`src/rtl/led_pkg.sv`:
```
// Shared types for the LED breather: output pattern select and ramp direction.
package led_pkg;

    typedef enum logic [1:0] {MODE_OFF, MODE_ON, MODE_BLINK, MODE_BREATHE} mode_t;
    typedef enum logic {RISE, FALL} state_t;

endpackage

```
`src/rtl/tick_div.sv`:
```
// Wrapping modulo-DIV counter; tick marks the increment that wraps it.
module tick_div #(
    parameter int DIV = 2
) (
    input  logic sysClk,
    input  logic rstN,
    input  logic inc,
    output logic tick
);

    // DIV=1 still needs a 1-bit counter that simply stays at zero
    localparam int            CW   = (DIV > 1) ? $clog2(DIV) : 1;
    localparam logic [CW-1:0] LAST = CW'(DIV - 1);

    logic [CW-1:0] cnt;

    assign tick = inc && (cnt == LAST);

    always_ff @(posedge sysClk or negedge rstN) begin
        if (!rstN)
            cnt <= '0;
        else if (inc)
            cnt <= (cnt == LAST) ? '0 : cnt + 1'b1;
    end

endmodule

```
`src/rtl/led_breather.sv`:
```
// LED pattern generator: prescaled PWM carrier, triangle brightness ramp and
// a period-aligned duty shadow feeding a registered LED output.
module led_breather
    import led_pkg::*;
#(
    parameter int PWM_BITS = 8,
    parameter int PRESCALE = 390,
    parameter int STEP_DIV = 2
) (
    input  logic                sysClk,
    input  logic                rstN,
    input  logic                en,
    input  logic [1:0]          mode,
    output logic                led,
    output logic                periodStart,
    output logic [PWM_BITS-1:0] level
);

    localparam logic [PWM_BITS-1:0] MAX = '1;

    logic                pwmTick;
    logic                periodEnd;
    logic                stepTick;
    logic [PWM_BITS-1:0] pwmCnt;
    logic [PWM_BITS-1:0] duty;
    logic [PWM_BITS-1:0] dutySel;
    logic [PWM_BITS-1:0] levelNxt;
    state_t              state, stateNxt;

    tick_div #(.DIV(PRESCALE)) u_pre (
        .sysClk (sysClk),
        .rstN   (rstN),
        .inc    (1'b1),
        .tick   (pwmTick)
    );

    tick_div #(.DIV(STEP_DIV)) u_step (
        .sysClk (sysClk),
        .rstN   (rstN),
        .inc    (periodEnd),
        .tick   (stepTick)
    );

    assign periodEnd = pwmTick && (pwmCnt == MAX);

    always_ff @(posedge sysClk or negedge rstN) begin
        if (!rstN) begin
            pwmCnt      <= '0;
            periodStart <= 1'b0;
        end else begin
            periodStart <= periodEnd;
            if (pwmTick)
                pwmCnt <= pwmCnt + 1'b1;
        end
    end

    // Ramp bounces off the extremes without dwelling on them
    always_comb begin
        stateNxt = state;
        levelNxt = level;
        if (stepTick) begin
            case (state)
                RISE: begin
                    if (level == MAX) begin
                        stateNxt = FALL;
                        levelNxt = MAX - 1'b1;
                    end else begin
                        levelNxt = level + 1'b1;
                    end
                end
                FALL: begin
                    if (level == '0) begin
                        stateNxt = RISE;
                        levelNxt = PWM_BITS'(1);
                    end else begin
                        levelNxt = level - 1'b1;
                    end
                end
                default: stateNxt = RISE;
            endcase
        end
    end

    always_ff @(posedge sysClk or negedge rstN) begin
        if (!rstN) begin
            state <= RISE;
            level <= '0;
        end else begin
            state <= stateNxt;
            level <= levelNxt;
        end
    end

    always_comb begin
        dutySel = '0;
        case (mode_t'(mode))
            MODE_OFF:     dutySel = '0;
            MODE_ON:      dutySel = MAX;
            MODE_BLINK:   dutySel = (state == RISE) ? MAX : '0;
            MODE_BREATHE: dutySel = level;
            default:      dutySel = '0;
        endcase
    end

    // Duty is only reloaded at period boundaries so the carrier never glitches
    always_ff @(posedge sysClk or negedge rstN) begin
        if (!rstN) begin
            duty <= '0;
            led  <= 1'b0;
        end else begin
            if (periodEnd)
                duty <= dutySel;
            if (!en)
                led <= 1'b0;
            else if (duty == MAX)
                led <= 1'b1;
            else
                led <= (pwmCnt < duty);
        end
    end

endmodule

```
`config.mk`:
```
export PLATFORM = sky130hd
export DESIGN_NAME = led_breather
export DESIGN_NICKNAME = d
export VERILOG_FILES = /design/src/rtl/led_pkg.sv /design/src/rtl/tick_div.sv /design/src/rtl/led_breather.sv
export SDC_FILE = /design/constraint.sdc
export NUM_CORES = 1
export LEC_CHECK = 0
export BUFFER_PORTS_ARGS = -buffer_cell sky130_fd_sc_hd__clkbuf_2
export CELL_PAD_IN_SITES_DETAIL_PLACEMENT = 1
export CELL_PAD_IN_SITES_GLOBAL_PLACEMENT = 1
export CORE_MARGIN = 2
export CORE_UTILIZATION = 42
export DETAILED_ROUTE_END_ITERATION = 8
export PLACE_DENSITY = 0.79
export SYNTH_ARGS = -nofsm -noshare
export SYNTH_HDL_FRONTEND = slang
export SYNTH_HIERARCHICAL = 1
export SYNTH_SLANG_ARGS = --single-unit
```
`constraint.sdc`:
```
create_clock -name sysClk -period 3.1 [get_ports sysClk]
set_input_delay 0.155 -clock sysClk [delete_from_list [all_inputs] [get_ports sysClk]]
set_output_delay 0.155 -clock sysClk [all_outputs]
set_load 0.01 [all_outputs]
```
==> run summary, run 1 <==
Post-route ant nets -> 0
Gpl congestion -> 0.856
Pwr Total -> 1000 uW
Diodes inserted -> 0
Min Tclk post-route -> 2850 ps
Utilization after layout -> 0.482
Antenna violations before repair -> 0
Drt total wl -> 5120 microns
Die ar. -> 5900 sq um
Async SR Flop Fraction -> 1.00
Die height -> 76.8 microns
Io pins -> 15
Total Neg Setup Slack -> 0 ps
Post-Synthesis Cells -> 227
RSZ-0062 raised after global routing -> false
Worst-skew pair later-pin latency -> 300 ps
DRT Pass-1 Iters -> 4
R2R Path Start -> u_pre/cnt[1]$_DFFE_PN0P_
# DRC -> 0
Slew @ Worst Pin -> 930 ps
Number of synthesized flops with an enable pin -> 0
Mapped Nets -> 245
Core Box Area -> 5110 sq um
Largest net degree at the start of global routing -> 38
CP Capture Type -> register
Clock slew at reported path FFs -> 80 ps
Vias per cell -> 5.68
Seq/Total Area, Yosys -> 0.416
Post-synthesis cell type count -> 55
Max Slew Vio Count -> 0
Max transition margin -> 0.380
Clk buf depth -> 2
Fin nets -> 260
Critical R2R Capture -> level[7]$_DFFE_PN0P_
CP required -> 3260 ps
Core Rows -> 26
Reg2Reg Depth -> 12
Synth Register Bits -> 37
Total gr overflow -> 0
Post-DP Area -> 2360 sq um
Syn Area/Cell -> 9.80 sq um
Clk Tree Root Cell -> clkbuf_8
Worst reg-to-reg setup slack -> 250 ps
Power Dens Cells -> 408 nW/um^2
Skew final -> 5.20 ps
Die span in x -> 76.8 microns
GRT Total Usage -> 0.193
CTS tree -> done
Layout area overhead -> 10.6%
Final Hold Viols -> 37
Non-Filler Cell Area, Final -> 2460 sq um
CTS sink cnt -> 37
Max cap viols -> 0
CTS Buf Count -> 5
Vias in the first global route -> 1,898
Post-DP HPWL -> 3710 microns
Synth Cell Area -> 2220 sq um
Crit-path max FO -> 4
Violated checks -> negative hold slack
Ys flop type -> dfrtp_1
Routed vias -> 1,777
CP arrival -> 3010 ps
Ratio of final minimum period to clock period -> 0.920
Share of layout cells above drive strength 1 -> 0.148
Initial core utilization -> 0.436
Worst Hold Class -> input pin to async pin
LEAKAGE -> 0.00115 uW
First-pass GRT wire length -> 9160 microns
Per-cell routed wire length -> 16.4 microns
Number of DRC markers in iteration 0 -> 138
Setup violators final -> 0
VDD IR-drop max -> 0.236 mV
Port Buf Inserts -> 14
Htree depth -> 2
Hold_ws -> -19.1 ps
Status -> complete, but fails checks
Hold Buf Count CTS -> 0
CP Class -> register to register
Syn. warnings -> 6
Max Freq -> 0.350 GHz
Startpoint Class -> register
==> cell usage after synthesis (2+ instances only) <==
| master | n | area [sq um] |
|---|---|---|
| nand3_1 | 8 | 40.0 |
| xor2_1 | 5 | 43.8 |
| nor2_1 | 8 | 30.0 |
| buf_4 | 2 | 15.0 |
| and3_1 | 3 | 18.8 |
| xnor2_1 | 6 | 52.6 |
| nor4_1 | 3 | 18.8 |
| nand4_1 | 12 | 75.1 |
| nand2_1 | 10 | 37.5 |
| nor3b_1 | 2 | 15.0 |
| a21oi_1 | 8 | 40.0 |
| nand2b_1 | 5 | 31.3 |
| o22ai_1 | 3 | 18.8 |
| nor3_1 | 4 | 20.0 |
| ha_1 | 13 | 163 |
| a2111oi_0 | 2 | 17.5 |
| o211ai_1 | 2 | 15.0 |
| mux2i_1 | 9 | 90.1 |
| or3_1 | 4 | 25.0 |
| dfrtp_1 | 37 | 926 |
| a31oi_1 | 4 | 25.0 |
| inv_1 | 16 | 60.1 |
| nand4bb_1 | 2 | 22.5 |
| o21ai_0 | 19 | 95.1 |
| buf_2 | 5 | 25.0 |
| o21ai_1 | 2 | 10.0 |
| a21o_1 | 3 | 22.5 |
| o21bai_1 | 2 | 15.0 |
| mux2_2 | 2 | 22.5 |
==> through the flow <==
step	std cells	worst slack, ps
global placement	305	291
global route	313	25.2
CTS	313	148
finish	313	246
floorplan	227	8.44
detailed placement	305	159
==> power breakdown <==
part	internal (uW)	leakage [uW]	switching, uW
Clock	155	0.0000439	187
Sequential	514	0.000447	50.5
Combinational	50.4	0.000664	47.3
Total	720	0.00115	284
==> registers in the layout, indices dropped and copies added, names as in the netlist <==
register,cells
duty,8
led,1
level,8
periodStart,1
pwmCnt,8
state,1
u_pre/cnt,9
u_step/cnt,1
==> area by class of cell <==
class | count | area (sq um)
Clock buffer | 5 | 68.8
Clock inverter | 3 | 17.5
Fill cell | 606 | 2650
Inverter | 16 | 60.1
Multi-Input combinational cell | 164 | 1200
Sequential cell | 37 | 926
Tap cell | 70 | 87.6
Timing Repair Buffer | 18 | 100
==> logic make-up (layout without fill, tap and decap cells) <==
| family | after synthesis | count (layout) | synth area share |
|---|---|---|---|
| other | 1 | 1 | 0.00169 |
| multiplexers | 11 | 11 | 0.0506 |
| XOR/XNOR | 11 | 11 | 0.0433 |
| flip-flops | 37 | 37 | 0.416 |
| AND/OR/NAND/NOR | 74 | 74 | 0.206 |
| buffers and inverters | 26 | 42 | 0.0540 |
| adder cells (fa/ha/maj) | 13 | 13 | 0.0731 |
| AO/OA/AOI/OAI | 54 | 54 | 0.155 |
==> how the worst max path moves through the flow <==
stage / from / end / depth (start not counted)
2_1_floorplan: u_pre/cnt[1]$_DFFE_PN0P_ / level[7]$_DFFE_PN0P_ / 13
5_1_grt: u_pre/cnt[1]$_DFFE_PN0P_ / level[7]$_DFFE_PN0P_ / 12
4_1_cts: u_pre/cnt[1]$_DFFE_PN0P_ / level[7]$_DFFE_PN0P_ / 12
3_5_place_dp: u_pre/cnt[1]$_DFFE_PN0P_ / level[7]$_DFFE_PN0P_ / 12
6_report: u_pre/cnt[1]$_DFFE_PN0P_ / level[7]$_DFFE_PN0P_ / 12
3_3_place_gp: u_pre/cnt[1]$_DFFE_PN0P_ / level[7]$_DFFE_PN0P_ / 12
==> cell usage in the layout, fill, tap and decap left out, types with 5 or more instances in the layout <==
cell	instances
mux2i_1	9
dfrtp_1	37
nand3_1	8
nand2_1	10
xnor2_1	6
a21oi_1	8
nor2_1	8
nand2b_1	5
clkbuf_8	5
inv_1	16
xor2_1	5
ha_1	13
nand4_1	12
o21ai_0	19
clkbuf_2	14
==> worst max-delay path, stage by stage, from the launching register on <==
cell and delay (ps):
dfrtp_1 410, inv_1 80, ha_1 190, nand4bb_4 150
nor3_4 210, nand4_1 160, nor2_1 180, and3_1 190
and2_2 150, or3b_1 380, or4_4 430, nand3_1 100
o211ai_1 90
==> layer usage <==
metal  share of wire  vias up  routed length [microns]  GRT usage
met3           0.022        7                      113     0.0400
li1                -      865                        -          -
met2            0.45       17                     2320      0.306
met5               0        -                        0          0
met1            0.51      888                     2620      0.263
met4           0.014        0                       74     0.0655
==> timing repair <==
item / in CTS / in global routing
setup buffers: 0 / 0
endpoints found under the setup margin: 0 / 1
gates resized for setup: 0 / 1
Note: power is estimated with default switching activity, not from simulation.
==> inputs of run 2 (changes only) <==
--- a/config.mk
+++ b/config.mk
@@ -13,3 +13,3 @@
 export DETAILED_ROUTE_END_ITERATION = 8
-export PLACE_DENSITY = 0.79
+export PLACE_DENSITY = 0.81
 export SYNTH_ARGS = -nofsm -noshare
--- a/constraint.sdc
+++ b/constraint.sdc
@@ -3,2 +3,2 @@
 set_output_delay 0.155 -clock sysClk [all_outputs]
-set_load 0.01 [all_outputs]
+set_load 0.05 [all_outputs]
==> run summary, run 2 (synthesized netlist as in run 1, its figures left out) <==
Largest net degree at the start of global routing -> 38 (unchanged)
Utilization after layout -> 0.484 (was 0.482)
Clk Tree Root Cell -> clkbuf_8 (unchanged)
Crit-path max FO -> 4 (unchanged)
Worst setup slack after layout -> 194 ps (was 246 ps)
Most common cell after layout, fill and taps aside -> dfrtp_1 (unchanged)
Status -> complete, but fails checks (unchanged)
CTS Buf Count -> 5 (unchanged)
Startpoint Class -> register (unchanged)
Skew final -> 11.1 ps (was 5.20 ps)
Setup bufs post-CTS -> 0 (unchanged)
Pre-CTS setup slack -> 135 ps (was 159 ps)
Reg2Reg Depth -> 12 (unchanged)
Diodes inserted -> 0 (unchanged)
Dpl cells -> 304 (was 305)
Number of DRC markers in iteration 0 -> 113 (was 138)
# fillers -> 608 (was 606)
Antenna violations before repair -> 0 (unchanged)
Hold_ws -> -8.79 ps (was -19.1 ps)
VDD IR-drop max -> 0.266 mV (was 0.236 mV)
Total gr overflow -> 0 (unchanged)
Core Box Area -> 5110 sq um (unchanged)
Max transition margin -> 0.373 (was 0.380)
Max Freq -> 0.344 GHz (was 0.350 GHz)
LEAKAGE -> 0.00116 uW (was 0.00115 uW)
Per-cell routed wire length -> 18.1 microns (was 16.4 microns)
Io pins -> 15 (unchanged)
Largest register FFs -> 9 (unchanged)
Initial core utilization -> 0.436 (unchanged)
Post-DP HPWL -> 3840 microns (was 3710 microns)
Post-route ant nets -> 0 (unchanged)
Most flops, register -> u_pre/cnt (unchanged)
Register Area -> 926 sq um (unchanged)
CP arrival -> 3060 ps (was 3010 ps)
Area of the multi-input gates -> 1200 sq um (unchanged)
GRT Total Usage -> 0.201 (was 0.193)
CTS sink cnt -> 37 (unchanged)
Clock slew at reported path FFs -> 80 ps (about the same)
Max cap viols -> 0 (unchanged)
CP required -> 3260 ps (about the same)
Share of layout cells above drive strength 1 -> 0.141 (was 0.148)
Vias per cell -> 6.03 (was 5.68)
Slew @ Worst Pin -> 941 ps (was 930 ps)
Htree depth -> 2 (unchanged)
Die span in x -> 76.8 microns (unchanged)
CTS tree -> done (unchanged)
Port Buf Inserts -> 14 (unchanged)
Most frequent cells in the layout -> 37 x dfrtp_1, 19 x o21ai_0, 16 x inv_1 (unchanged)
Vias in the first global route -> 1,966 (was 1,898)
Drt total wl -> 5640 microns (was 5120 microns)
Core Rows -> 26 (unchanged)
Total Neg Setup Slack -> 0 ps (unchanged)
First-pass GRT wire length -> 9430 microns (was 9160 microns)
Die height -> 76.8 microns (unchanged)
Max Slew Vio Count -> 0 (unchanged)
Setup violators final -> 0 (unchanged)
# DRC -> 0 (unchanged)
Layout area overhead -> 11.1% (was 10.6%)
Cell Count, Final, Fillers Out -> 311 (was 313)
CP Capture Type -> register (unchanged)
RSZ-0062 raised after global routing -> false (unchanged)
Power Dens Cells -> 434 nW/um^2 (was 408 nW/um^2)
Gpl congestion -> 0.792 (was 0.856)
Worst Hold Class -> input pin to async pin (unchanged)
Final Hold Viols -> 10 (was 37)
Pwr Total -> 1070 uW (was 1000 uW)
Ratio of final minimum period to clock period -> 0.938 (was 0.920)
CP Class -> register to register (unchanged)
DRT Pass-1 Iters -> 4 (unchanged)
Die ar. -> 5900 sq um (unchanged)
Min Tclk post-route -> 2910 ps (was 2850 ps)
Fin nets -> 259 (was 260)
Worst-skew pair later-pin latency -> 290 ps (was 300 ps)
Routed vias -> 1,875 (was 1,777)
Violated checks -> negative hold slack (unchanged)
Clk buf depth -> 2 (unchanged)
## run 2: cell count changes in the layout (fill, tap and decap cells not counted), sizes merged
| cell | previous run | this run |
|---|---|---|
| bufinv | 0 | 1 |
| clkinv | 2 | 1 |
| clkinvlp | 1 | 0 |
| buf | 4 | 3 |
## run 2: what timing repair did
| item | CTS | global route |
|---|---|---|
| setup endpoints to repair | 0 | 2 |
| resized for setup | 0 | 1 |
| hold buffers | 0 | 0 |
## run 2: layout make-up
| cell class | count | area share |
|---|---|---|
| multi-input cells | 164 | 0.486 |
| flip-flops and latches | 37 | 0.375 |
| repair buffers | 17 | 0.0375 |
| well taps | 70 | 0.0354 |
| clock buffers | 5 | 0.0278 |
| inverters | 16 | 0.0243 |
| clock inverters | 2 | 0.0142 |
## run 2: metrics by stage
| step | hold WS, ps | area [sq um] |
|---|---|---|
| floorplan | -141 | 2230 |
| global placement | 343 | 2350 |
| detailed placement | 351 | 2350 |
| CTS | 34.0 | 2450 |
| global route | 63.3 | 2470 |
| finish | -8.79 | 2470 |
## run 2: layer usage
| layer | up-vias | GRT usage | routed length [microns] |
|---|---|---|---|
| met4 | 0 | 0.0764 | 74 |
| met1 | 983 | 0.248 | 2610 |
| met3 | 6 | 0.0435 | 125 |
| met2 | 29 | 0.344 | 2830 |
| li1 | 857 | - | - |
| met5 | - | 0 | 0 |
## run 2: path summary, 6_finish.rpt
kind,start,endpoint,slack (ps)
worst max-delay path,u_pre/cnt[1]$_DFFE_PN0P_,level[7]$_DFFE_PN0P_,190
worst min-delay path,rstN,pwmCnt[4]$_DFFE_PN0P_,-9
worst max register to register,u_pre/cnt[1]$_DFFE_PN0P_,level[7]$_DFFE_PN0P_,190
worst min register to register,u_step/cnt$_DFFE_PN0P_,u_step/cnt$_DFFE_PN0P_,470
max in group asynchronous,rstN,level[1]$_DFFE_PN0P_,2520
min in group sysClk,en,led$_DFF_PN0_,250
## run 2: power by group
part | internal, uW | switching (uW)
clock | 234 | 173
sequential | 514 | 51.1
combinational | 50.5 | 49.9
total | 799 | 274
## run 2: worst max-delay path: stages, from the launching register on
cell and delay (ps):
dfrtp_1 410, inv_1 90, ha_1 200, nand4bb_4 150, nor3_4 210, nand4_1 130
nor2_1 180, and3_1 200, and2_2 170, or3b_1 420, or4_4 440, nand3_1 100
o211ai_1 90
==> inputs of run 3 (changes only) <==
Settings changed: CORE_UTILIZATION 42 to 41, PLACE_DENSITY 0.81 to 0.79.
==> run summary, run 3 (synthesized netlist as in run 1, its figures left out) <==
Worst Path Buf+Inv -> 1 (unchanged)
CP arrival -> 3090 ps (was 3060 ps)
Min Tclk post-route -> 2930 ps (was 2910 ps)
VDD IR-drop max -> 0.247 mV (was 0.266 mV)
Post-DP Area -> 2360 sq um (was 2350 sq um)
Setup violators final -> 0 (unchanged)
Status -> complete, but fails checks (unchanged)
Fin nets -> 261 (was 259)
Max Slew Vio Count -> 0 (unchanged)
Critical R2R Capture -> level[7]$_DFFE_PN0P_ (unchanged)
# DRC -> 0 (unchanged)
First-pass GRT wire length -> 9180 microns (was 9430 microns)
Final Hold Viols -> 3 (was 10)
Share of layout cells above drive strength 1 -> 0.152 (was 0.141)
Gpl congestion -> 0.820 (was 0.792)
Die height -> 77.7 microns (was 76.8 microns)
Violated checks -> negative hold slack (unchanged)
Switch share -> 0.249 (was 0.256)
LEAKAGE -> 0.00117 uW (was 0.00116 uW)
Total gr overflow -> 0 (unchanged)
Layout area overhead -> 12.4% (was 11.1%)
Core Box Area -> 5170 sq um (was 5110 sq um)
Net switching power of the design -> 275 uW (was 274 uW)
Worst Hold Class -> input pin to async pin (unchanged)
Post-route ant nets -> 0 (unchanged)
Clock slew at reported path FFs -> 80 ps (about the same)
Slew @ Worst Pin -> 942 ps (was 941 ps)
Post-DP HPWL -> 3720 microns (was 3840 microns)
Skew final -> 6.19 ps (was 11.1 ps)
Io pins -> 15 (unchanged)
Max Freq -> 0.341 GHz (was 0.344 GHz)
CTS sink cnt -> 37 (unchanged)
Ratio of final minimum period to clock period -> 0.945 (was 0.938)
CP startpoint -> u_pre/cnt[1]$_DFFE_PN0P_ (unchanged)
Clk Tree Root Cell -> clkbuf_8 (unchanged)
Drt total wl -> 5370 microns (was 5640 microns)
Max transition margin -> 0.372 (was 0.373)
Routed vias -> 1,787 (was 1,875)
Most common cell after layout, fill and taps aside -> dfrtp_1 (unchanged)
Total Neg Setup Slack -> 0 ps (unchanged)
Clock Power Share -> 0.398 (was 0.379)
Die span in x -> 77.7 microns (was 76.8 microns)
Slowest cell on crit path -> or4_4 (unchanged)
GRT Total Usage -> 0.191 (was 0.201)
CP required -> 3260 ps (about the same)
R2R Path Start -> u_pre/cnt[1]$_DFFE_PN0P_ (unchanged)
Vias per cell -> 5.69 (was 6.03)
Power Dens Cells -> 441 nW/um^2 (was 434 nW/um^2)
Number of DRC markers in iteration 0 -> 114 (was 113)
Comb pwr share -> 0.089 (was 0.094)
Core Rows -> 26 (unchanged)
Worst-skew pair later-pin latency -> 290 ps (about the same)
Worst-path cell chain -> inv_1 > ha_1 > nand4bb_4 > nor3_4 > nand4_1 > nor2_2 > and3_1 > and2_2 > or3b_1 > or4_4 > nand3_1 > o211ai_1 (was inv_1 > ha_1 > nand4bb_4 > nor3_4 > nand4_1 > nor2_1 > and3_1 > and2_2 > or3b_1 > or4_4 > nand3_1 > o211ai_1)
Sequential power share -> 0.513 (was 0.527)
Startpoint Class -> register (unchanged)
Die ar. -> 6030 sq um (was 5900 sq um)
Worst reg-to-reg setup slack -> 170 ps (was 190 ps)
Hold_ws -> -5.84 ps (was -8.79 ps)
Largest register FFs -> 9 (unchanged)
Reg2Reg Depth -> 12 (unchanged)
Crit path to -> level[7]$_DFFE_PN0P_ (unchanged)
Most flops, register -> u_pre/cnt (unchanged)
Most frequent cells in the layout -> 37 x dfrtp_1, 19 x o21ai_0, 16 x inv_1 (unchanged)
DRT Pass-1 Iters -> 4 (unchanged)
CP Capture Type -> register (unchanged)
Port Buf Inserts -> 14 (unchanged)
Clk buf depth -> 2 (unchanged)
Crit path max-delay family -> simple AND/OR/NAND/NOR gates (unchanged)
Vias in the first global route -> 1,845 (was 1,966)
Max cap viols -> 0 (unchanged)
Dpl cells -> 305 (was 304)
Crit-path max FO -> 4 (unchanged)
Non-Filler Cell Area, Final -> 2500 sq um (was 2470 sq um)
Diodes inserted -> 0 (unchanged)
Largest net degree at the start of global routing -> 38 (unchanged)
Initial core utilization -> 0.430 (was 0.436)
Stages on worst setup path -> 12 (unchanged)
Antenna violations before repair -> 0 (unchanged)
Htree depth -> 2 (unchanged)
CP peak stage delay -> 430 ps (was 440 ps)
Pint -> 827 uW (was 799 uW)
Per-cell routed wire length -> 17.1 microns (was 18.1 microns)
CTS tree -> done (unchanged)
CTS Buf Count -> 5 (unchanged)
Cell Count, Final, Fillers Out -> 314 (was 311)
CP Class -> register to register (unchanged)
-- run 3: changes by cell type in the layout (fill, tap and decap cells not counted) --
cell      previous run  this run
buf_4                3         5
clkbuf_1             0         1
clkbuf_8             5         6
clkinv_2             1         0
nor2_1               8         7
nor2_2               0         1
-- run 3: what timing repair did --
| item | in CTS | in global routing |
|---|---|---|
| endpoints found under the setup margin | 0 | 2 |
| buffers inserted | 0 | 1 |
| hold buffers | 0 | 0 |
| resized for setup | 0 | 2 |
-- run 3: through the flow --
stage | worst slack [ps] | utilization | total power (uW)
after floorplan | 8.49 | - | 623
after global routing | -9.31 | 0.484 | 1160
after detailed placement | 162 | 0.456 | 661
final | 170 | 0.484 | 1100
after global placement | 282 | 0.456 | 654
after CTS | 80.1 | 0.478 | 1100
-- run 3: layer usage --
layer,wire (microns),up-vias,track usage
li1,-,865,-
met1,2660,898,0.261
met2,2530,19,0.304
met3,110,5,0.0360
met4,72,0,0.0607
met5,0,-,0
-- run 3: cell type report --
| cell class | count | area, sq um |
|---|---|---|
| clock inverter | 1 | 30.0 |
| multi-input combinational | 164 | 1200 |
| tap | 70 | 87.6 |
| timing repair buffer | 19 | 108 |
| inverter | 16 | 60.1 |
| sequential | 37 | 926 |
| fill | 580 | 2670 |
| clock buffer | 7 | 86.3 |
-- run 3: power by group through the flow --
| stage | Clock, uW | Combinational [uW] | Sequential (uW) |
|---|---|---|---|
| CTS | 449 | 89.3 | 563 |
| floorplan | 0 | 62.6 | 561 |
| global route | 475 | 112 | 571 |
| finish | 439 | 98.2 | 565 |
| global placement | 0 | 85.2 | 568 |
| detailed placement | 0 | 89.2 | 572 |
-- run 3: worst min-delay path by stage --
stage,from,to,slack [ps],depth (start not counted)
2_1_floorplan,rstN,duty[0]$_DFFE_PN0P_,-140,0
3_3_place_gp,rstN,led$_DFF_PN0_,350,1
3_5_place_dp,rstN,led$_DFF_PN0_,350,1
4_1_cts,rstN,led$_DFF_PN0_,30,1
5_1_grt,rstN,led$_DFF_PN0_,50,1
6_report,rstN,pwmCnt[4]$_DFFE_PN0P_,-6,1
-- run 3: worst register-to-register path, cell delays in order, from the launching register on --
cell and delay (ps):
dfrtp_1 410, inv_1 90, ha_1 190, nand4bb_4 150, nor3_4 230, nand4_1 180, nor2_2 180, and3_1 190
and2_2 160, or3b_1 390, or4_4 430, nand3_1 100, o211ai_1 90
